$ cat src/rtl/ex_alu_unit.sv
// ex_alu_unit: EX-stage execution unit of the pipelined MIPS core.
//   Single-cycle ALU ops are combinational. A signed multiply runs as a
//   WIDTH-iteration shift-add sequence on operand magnitudes and holds the
//   front of the pipeline via stall. The upper half of the product lands in hi.
//
// Ports:
//   clk        pipeline clock, rising edge
//   rst_n      asynchronous active-low reset
//   ex_valid   EX slot holds a real instruction
//   flush      squash the EX instruction; aborts any multiply
//   ALUctl     operation select from ALU control
//   src_a      operand A (rs, post-forwarding)
//   src_b      operand B (rt or sign-extended immediate)
//   alu_result result to EX/MEM
//   zero       alu_result == 0
//   stall      hold PC, IF/ID, ID/EX; bubble into EX/MEM
//   hi         upper half of the last completed mult product
//   overflow   signed add/sub overflow
//
// Build option: define ALU_OVF_EN to build overflow detection; without it
// overflow is tied to 0.
//
// state    | meaning
// IDLE     | single-cycle ops; a valid, unflushed mult starts the sequencer
// MUL_RUN  | one shift-add iteration per cycle, pipeline stalled
// MUL_DONE | low product half on alu_result; hi loads on the exiting edge

module ex_alu_unit #(
  parameter int WIDTH = 32
) (
  input  logic             clk,
  input  logic             rst_n,
  input  logic             ex_valid,
  input  logic             flush,
  input  logic [3:0]       ALUctl,
  input  logic [WIDTH-1:0] src_a,
  input  logic [WIDTH-1:0] src_b,
  output logic [WIDTH-1:0] alu_result,
  output logic             zero,
  output logic             stall,
  output logic [WIDTH-1:0] hi,
  output logic             overflow
);

  typedef enum logic [1:0] {IDLE, MUL_RUN, MUL_DONE} state_t;

  localparam int CW = (WIDTH > 1) ? $clog2(WIDTH) : 1;
  localparam logic [CW-1:0] CNT_LAST = CW'(WIDTH - 1);

  state_t             state;
  logic [CW-1:0]      cnt;
  logic [WIDTH-1:0]   mcand;
  logic [2*WIDTH-1:0] acc;
  logic               sign;

  logic               start;
  logic [WIDTH-1:0]   abs_a, abs_b;
  logic [WIDTH:0]     sum;
  logic [2*WIDTH-1:0] acc_step;
  logic [WIDTH-1:0]   add_res, sub_res, op_res;

  assign start = (state == IDLE) && ex_valid && !flush && (ALUctl == 4'b1000);
  assign abs_a = src_a[WIDTH-1] ? -src_a : src_a;
  assign abs_b = src_b[WIDTH-1] ? -src_b : src_b;

  // The multiplier occupies the low half of the accumulator and is consumed
  // bit by bit as partial sums shift in from the top, so the cleared
  // accumulator and the latched |src_b| share one register.
  assign sum      = {1'b0, acc[2*WIDTH-1:WIDTH]} + {1'b0, (acc[0] ? mcand : '0)};
  assign acc_step = {sum, acc[WIDTH-1:1]};

  assign add_res = src_a + src_b;
  assign sub_res = src_a - src_b;

  always_comb begin
    op_res = '0;
    case (ALUctl)
      4'b0000: op_res = src_a & src_b;
      4'b0001: op_res = src_a | src_b;
      4'b0010: op_res = add_res;
      4'b0110: op_res = sub_res;
      4'b0011: op_res = sub_res;
      4'b0111: op_res = ($signed(src_a) < $signed(src_b)) ? WIDTH'(1) : '0;
      4'b1100: op_res = ~(src_a | src_b);
      4'b1111: op_res = src_a ^ src_b;
      default: op_res = '0;
    endcase
  end

  always_comb begin
    alu_result = '0;
    case (state)
      IDLE:     alu_result = op_res;
      MUL_DONE: alu_result = acc[WIDTH-1:0];
      default:  alu_result = '0;
    endcase
  end

  assign zero  = (alu_result == '0);
  // Gated by rst_n so a pending mult request cannot stall while in reset.
  assign stall = rst_n && (start || (state == MUL_RUN));

  always_ff @(posedge clk or negedge rst_n) begin
    if (!rst_n) begin
      state <= IDLE;
      cnt   <= '0;
      mcand <= '0;
      acc   <= '0;
      sign  <= 1'b0;
      hi    <= '0;
    end else begin
      case (state)
        IDLE: begin
          if (start) begin
            state <= MUL_RUN;
            mcand <= abs_a;
            acc   <= {{WIDTH{1'b0}}, abs_b};
            sign  <= src_a[WIDTH-1] ^ src_b[WIDTH-1];
            cnt   <= '0;
          end
        end
        MUL_RUN: begin
          if (flush) begin
            state <= IDLE;
          end else begin
            cnt <= cnt + CW'(1);
            if (cnt == CNT_LAST) begin
              acc   <= sign ? -acc_step : acc_step;
              state <= MUL_DONE;
            end else begin
              acc <= acc_step;
            end
          end
        end
        MUL_DONE: begin
          state <= IDLE;
          if (!flush) hi <= acc[2*WIDTH-1:WIDTH];
        end
        default: state <= IDLE;
      endcase
    end
  end

`ifdef ALU_OVF_EN
  logic ovf;
  always_comb begin
    ovf = 1'b0;
    if (state == IDLE && ex_valid && !flush) begin
      case (ALUctl)
        4'b0010: ovf = (src_a[WIDTH-1] == src_b[WIDTH-1]) &&
                       (add_res[WIDTH-1] != src_a[WIDTH-1]);
        4'b0110: ovf = (src_a[WIDTH-1] != src_b[WIDTH-1]) &&
                       (sub_res[WIDTH-1] != src_a[WIDTH-1]);
        default: ovf = 1'b0;
      endcase
    end
  end
  assign overflow = ovf;
`else
  assign overflow = 1'b0;
`endif

endmodule

$ cat config.mk
export PLATFORM = sky130hd
export DESIGN_NAME = ex_alu_unit
export DESIGN_NICKNAME = d
export VERILOG_FILES = /design/src/rtl/ex_alu_unit.sv
export SDC_FILE = /design/constraint.sdc
export NUM_CORES = 1
export LEC_CHECK = 0
export CORE_ASPECT_RATIO = 1.25
export CORE_MARGIN = 2
export CORE_UTILIZATION = 50
export DETAILED_ROUTE_END_ITERATION = 7
export PLACE_DENSITY = 0.73
export SLEW_MARGIN = 20
export SYNTH_ARGS = -nofsm -noshare
export SYNTH_HDL_FRONTEND = slang
export SYNTH_SLANG_ARGS = --single-unit
$ cat constraint.sdc
create_clock -name clk -period 5.03 [get_ports clk]
set_clock_uncertainty 0.2 [all_clocks]
set_input_delay 1.006 -clock clk [delete_from_list [all_inputs] [get_ports clk]]
set_output_delay 1.006 -clock clk [all_outputs]
set_load 0.01 [all_outputs]
Yosys cells after proc, flatten, opt, wreduce, memory -nomap -nowiden --
Index checks and enable logic that the tools add are counted. Widths: inputs -> output; s select.
Word-level totals: output and inout bits 67, bits in registers 136, memory bits (read-only) 0, memories kept 0, latch bits 0, logic and storage cells 67, bits of input ports 72, memory bits (writable) 0
Operators by class: equal/unequal tests 14, bitwise gates (word level) 6, multiplexer cells 18, divide/modulo/power cells 0, reduce and logical (&&, ||, !) cells 15, magnitude comparators 1, $mul 0, add/subtract/negate cells 7, shifts and indexed selects 0
Operator list (count):
- $mux 64 | 4
- $pmux 32 s7 | 1
- $pmux 64 s2 | 1
- $mux 32 | 3
- $neg 32->32 | 2
- $neg 64->64 | 1
- $pmux 32 s2 | 1
- $add 32x32->33 | 1
- $add 32x32->32 | 1
- $and 32x32->32 | 1
- $logic_not 32->1 | 1
- $lt 32x32->1 | 1
- $not 32->32 | 1
- $or 32x32->32 | 1
- $sub 32x32->32 | 1
- $xor 32x32->32 | 1
- $eq 4x4->1 const B | 3
- $mux 5 | 2
- $pmux 5 s2 | 1
- $eq 4x2->1 const B | 2
- $eq 4x3->1 const B | 2
- $mux 2 | 3
- $reduce_and 2->1 | 3
- $add 5x1->5 const B | 1
- 18 further kinds | 22

Longest topological paths before layout --
word-level depth 7, depth in mapped cells 17, gate-level depth less buffers 15

Worst setup path before layout --
No wires, ideal clock.
path type in2out, start point input src_b[4], end point output zero, path buffers 1, cell stages on the path 13, setup slack -487 ps, arrival time 4311 ps, required time 3824 ps, cell sequence inv_1 -> ha_1 -> buf_2 -> nor4_4 -> nor4b_1 -> o31ai_1 -> a211oi_1 -> or4b_1 -> o21a_1 -> or4_1 -> nor4_1 -> o2111ai_1 -> nor4_1
On the way: elaborated cells between the ends (all ways) 11, classes of those cells add/sub: 2; order compare: 1; mux: 3; bitwise: 4; reduce/logical: 1
RTL lines:
- from (decl) | line 37 | input logic [WIDTH-1:0] src_b,
- $sub 32x32->32 or $add 32x32->32 (tied branches) | line 73, 72
- $pmux 32 s7 * | line 77 | case (ALUctl)
- $pmux 32 s2 * | line 92 | case (state)
- named net alu_result[17] | line 38 | output logic [WIDTH-1:0] alu_result,
- $logic_not 32->1 * | line 99 | assign zero = (alu_result == '0);
- to (decl) | line 39 | output logic zero,
The timed path passes the listed nets; every way through them passes the cells marked *.

Final worst setup path --
start point input src_a[2], end point output zero
On the way: cells in the longest elaborated chain, start to end 5, elaborated cells between the ends (all ways) 11, classes of those cells add/sub: 2; order compare: 1; mux: 3; bitwise: 4; reduce/logical: 1
RTL lines:
- from (decl) | line 36 | input logic [WIDTH-1:0] src_a,
- $lt 32x32->1 or $or 32x32->32 (tied branches) | line 83, 79, 84
- $mux 1 or $not 32->32 (tied branches) | line 83, 84
- $pmux 32 s7 * | line 77
- $pmux 32 s2 * | line 92
- $logic_not 32->1 * | line 99
Every way passes the cells marked *; elsewhere a longest branch is shown, timed or not.

==> metrics.cfg <==
[run_status]
status = finished, violations left
violations = setup timing

[power]
netSwitchingFraction_pct = 42.15
combPwrFrac_pct = 52.1
p_int_uw = 3499
clockPowerShare_pct = 21.8
p_total_uw = 6048
peakVddDrop_mv = 0.3233
power_density_nw_per_um2 = 243.7
leakage_uw = 0.01140
seq_power_share_pct = 26.1
p_switching_uw = 2549

[grt]
antenna_found_initial = 1
grt_pass1_wl_um = 115100
grt.overflow.total = 0
grt_pass1_vias = 20405
grt_max_degree = 84
grt_usage_pct = 43.02

[routing]
wl_per_cell_um = 23.71
via_per_inst = 6.428
routed_wl_um = 76810
drt-pass1-iter-count = 7
antenna_left = 0
dr_total_vias = 20820
drt_iter0_markers = 2732
drc = 0

[synth]
syn_inst = 2181
yosysWarnings = 0
synth_area_um2 = 16370
synthesis.nets = 2393
synth_edf_count = 0
synth-main-ff-cell = dfrtp_1
synth_area_per_cell_um2 = 7.505
ys_ff_latch = 136
async_flop_share_pct = 100.0
ys_types = 91
seq_area_frac_synth_pct = 20.79

[critical_path]
worstPathMaxFanout = 4
critical_path_required_ps = 3820
path_class = primary input to output pin
startpoint_type = primary input
arrival_ps = 4680
critPathCaptureType = output pin

[sta]
slew_violations = 0
tightest_slew_ps = 929.0
finalCriticalPeriod_ps = 5882
rsz0062_at_grt = yes
relSlewSlack_pct = 37.92
post-route-period-util_pct = 116.9
max_freq_mhz = 170.0
finalHoldViolCount = 0
setup_viol = 10
final.setup.worst_slack_ps = -852.3

[die]
pin_count = 139
dieArea_um2 = 34210
dieWidth_um = 165.8
fp.coreArea_um2 = 32500
die_height_um = 206.3
num_rows = 74
start_util_pct = 50.37

[cts]
cts_buffer_depth = 2
numCtsBuffers = 17
postCtsHoldBufs = 0
path_clk_slew_ps = 60
htreeDepth = 4
insertion_delay_ps = 450
cts_tree = built
root_buffer = clkbuf_16
clock-sinks = 136

[place]
place_hpwl_um = 58580
portBuffers = 137
routabilityCongestion = 1.079

[cells_and_area]
drive_above_1_share_pct = 35.48
final_nets = 3021
diodes = 0
area_delta_synth_final_pct = 51.58
utilization_pct = 76.35

[job]
max_cap_viol_count = 0

[hold_path]
hold_path_class = primary input to async pin

-- flip-flops by register name (all words and copies together) (netlist names) --
signal  count
mcand      32
hi         32
cnt         5
acc        64
state       2
sign        1
-- worst paths after layout --
kind,to,slack (ps),start,cells after the start
worst max-delay path,zero,-850,src_a[2],16
worst min-delay path,hi[1],200,rst_n,1
worst max register to register,acc[58],270,acc[0],15
worst min register to register,mcand[4],270,mcand[4],2
max in group asynchronous,mcand[28],2660,rst_n,3
min in group clk,mcand[4],270,mcand[4],2
-- timing repair --
action / CTS / global route
gates cloned: 2 / 0
pin swaps: 108 / 78
setup buffers: 69 / 35
gates resized for setup: 483 / 129
hold endpoints to repair: 0 / 0
setup endpoints to repair: 32 / 31
-- metrics by stage --
step,cells,TNS [ps],worst slack (ps),cell area (um^2),hold slack (ps)
6_report,3239,-3086,-852.3,24810,196.7
5_1_grt,3239,-4242,-980.8,24810,210.8
4_1_cts,3210,-2890,-913.8,24260,198.8
3_5_place_dp,3112,-27180,-2093,21840,264.7
3_3_place_gp,3112,-27470,-2118,21840,254.3
2_1_floorplan,2181,-272.9,-272.9,16510,234.8
-- metal layers --
| metal | vias up | GRT usage (%) | wire, um |
|---|---|---|---|
| met2 | 1345 | 70.52 | 34620 |
| met1 | 9867 | 52.30 | 29650 |
| met3 | 372 | 8.043 | 7238 |
| li1 | 9236 | - | - |
| met5 | - | 0 | 0 |
| met4 | 0 | 27.17 | 5304 |
-- cell type report --
type / instances / area [um^2]
clock inverter: 13 / 170.2
inverter: 124 / 496.7
fill: 2352 / 7687
multi-input combinational: 1784 / 13510
sequential: 136 / 3403
clock buffer: 18 / 439.2
tap: 418 / 523.0
timing repair buffer: 746 / 6272
-- critical path, stage by stage --
cell and delay [ps]:
buf_4 130, buf_4 140, buf_4 150, ha_2 210
buf_4 150, o31ai_1 360, o22ai_1 170, o21ai_0 240
o21ai_0 170, a221o_2 480, a2111oi_4 360, nand4_1 220
nor4_4 340, o2111ai_2 160, nor4_2 190, buf_2 180
-- cells in the final DEF, fill, tap and decap left out, types with 22 or more instances in the layout --
master / instances
a21o_1: 30
a21oi_1: 145
and2_1: 45
buf_4: 548
buf_6: 58
clkdlybuf4s50_1: 58
dfrtp_1: 136
ha_1: 100
ha_4: 27
inv_1: 82
inv_2: 31
mux2_2: 32
nand2_1: 222
nand3_1: 51
nand4_1: 25
nor2_1: 129
nor3_1: 33
o211ai_1: 22
o21ai_0: 189
o31ai_1: 32
xnor2_1: 103
xor2_1: 45
-- power by group through the flow --
stage               clock, uW  combinational (uW)  sequential, uW
floorplan                   0                1550            1470
global placement            0                2630            1560
detailed placement          0                2670            1570
CTS                      1310                2960            1560
global route             1350                3350            1600
finish                   1320                3150            1580
-- cell usage after synthesis (31+ instances only) --
library cell	number	share of area (%)
a21oi_1	171	5.2
nor2_1	140	3.2
a21o_1	31	1.4
xnor2_1	104	5.6
nor3_1	40	1.2
inv_1	123	2.8
nand2_1	230	5.3
xor2_1	46	2.5
o21ai_0	208	6.4
nor4_1	34	1.3
nand3_1	57	1.7
mux2_2	33	2.3
and2_1	46	1.8
dfrtp_1	136	21
clkbuf_1	120	2.8
o31ai_1	38	1.7
ha_1	137	10
-- kinds of logic after synthesis --
family	after synthesis	synth area share, %
compound gates	728	28.97
simple gates	724	22.35
buf+inv	261	6.238
xor+xnor	150	8.026
fa+ha+maj	140	10.84
flops	136	20.79
mux	41	2.760
other cells	1	0.02291
Power figures use the tool's default switching activity.
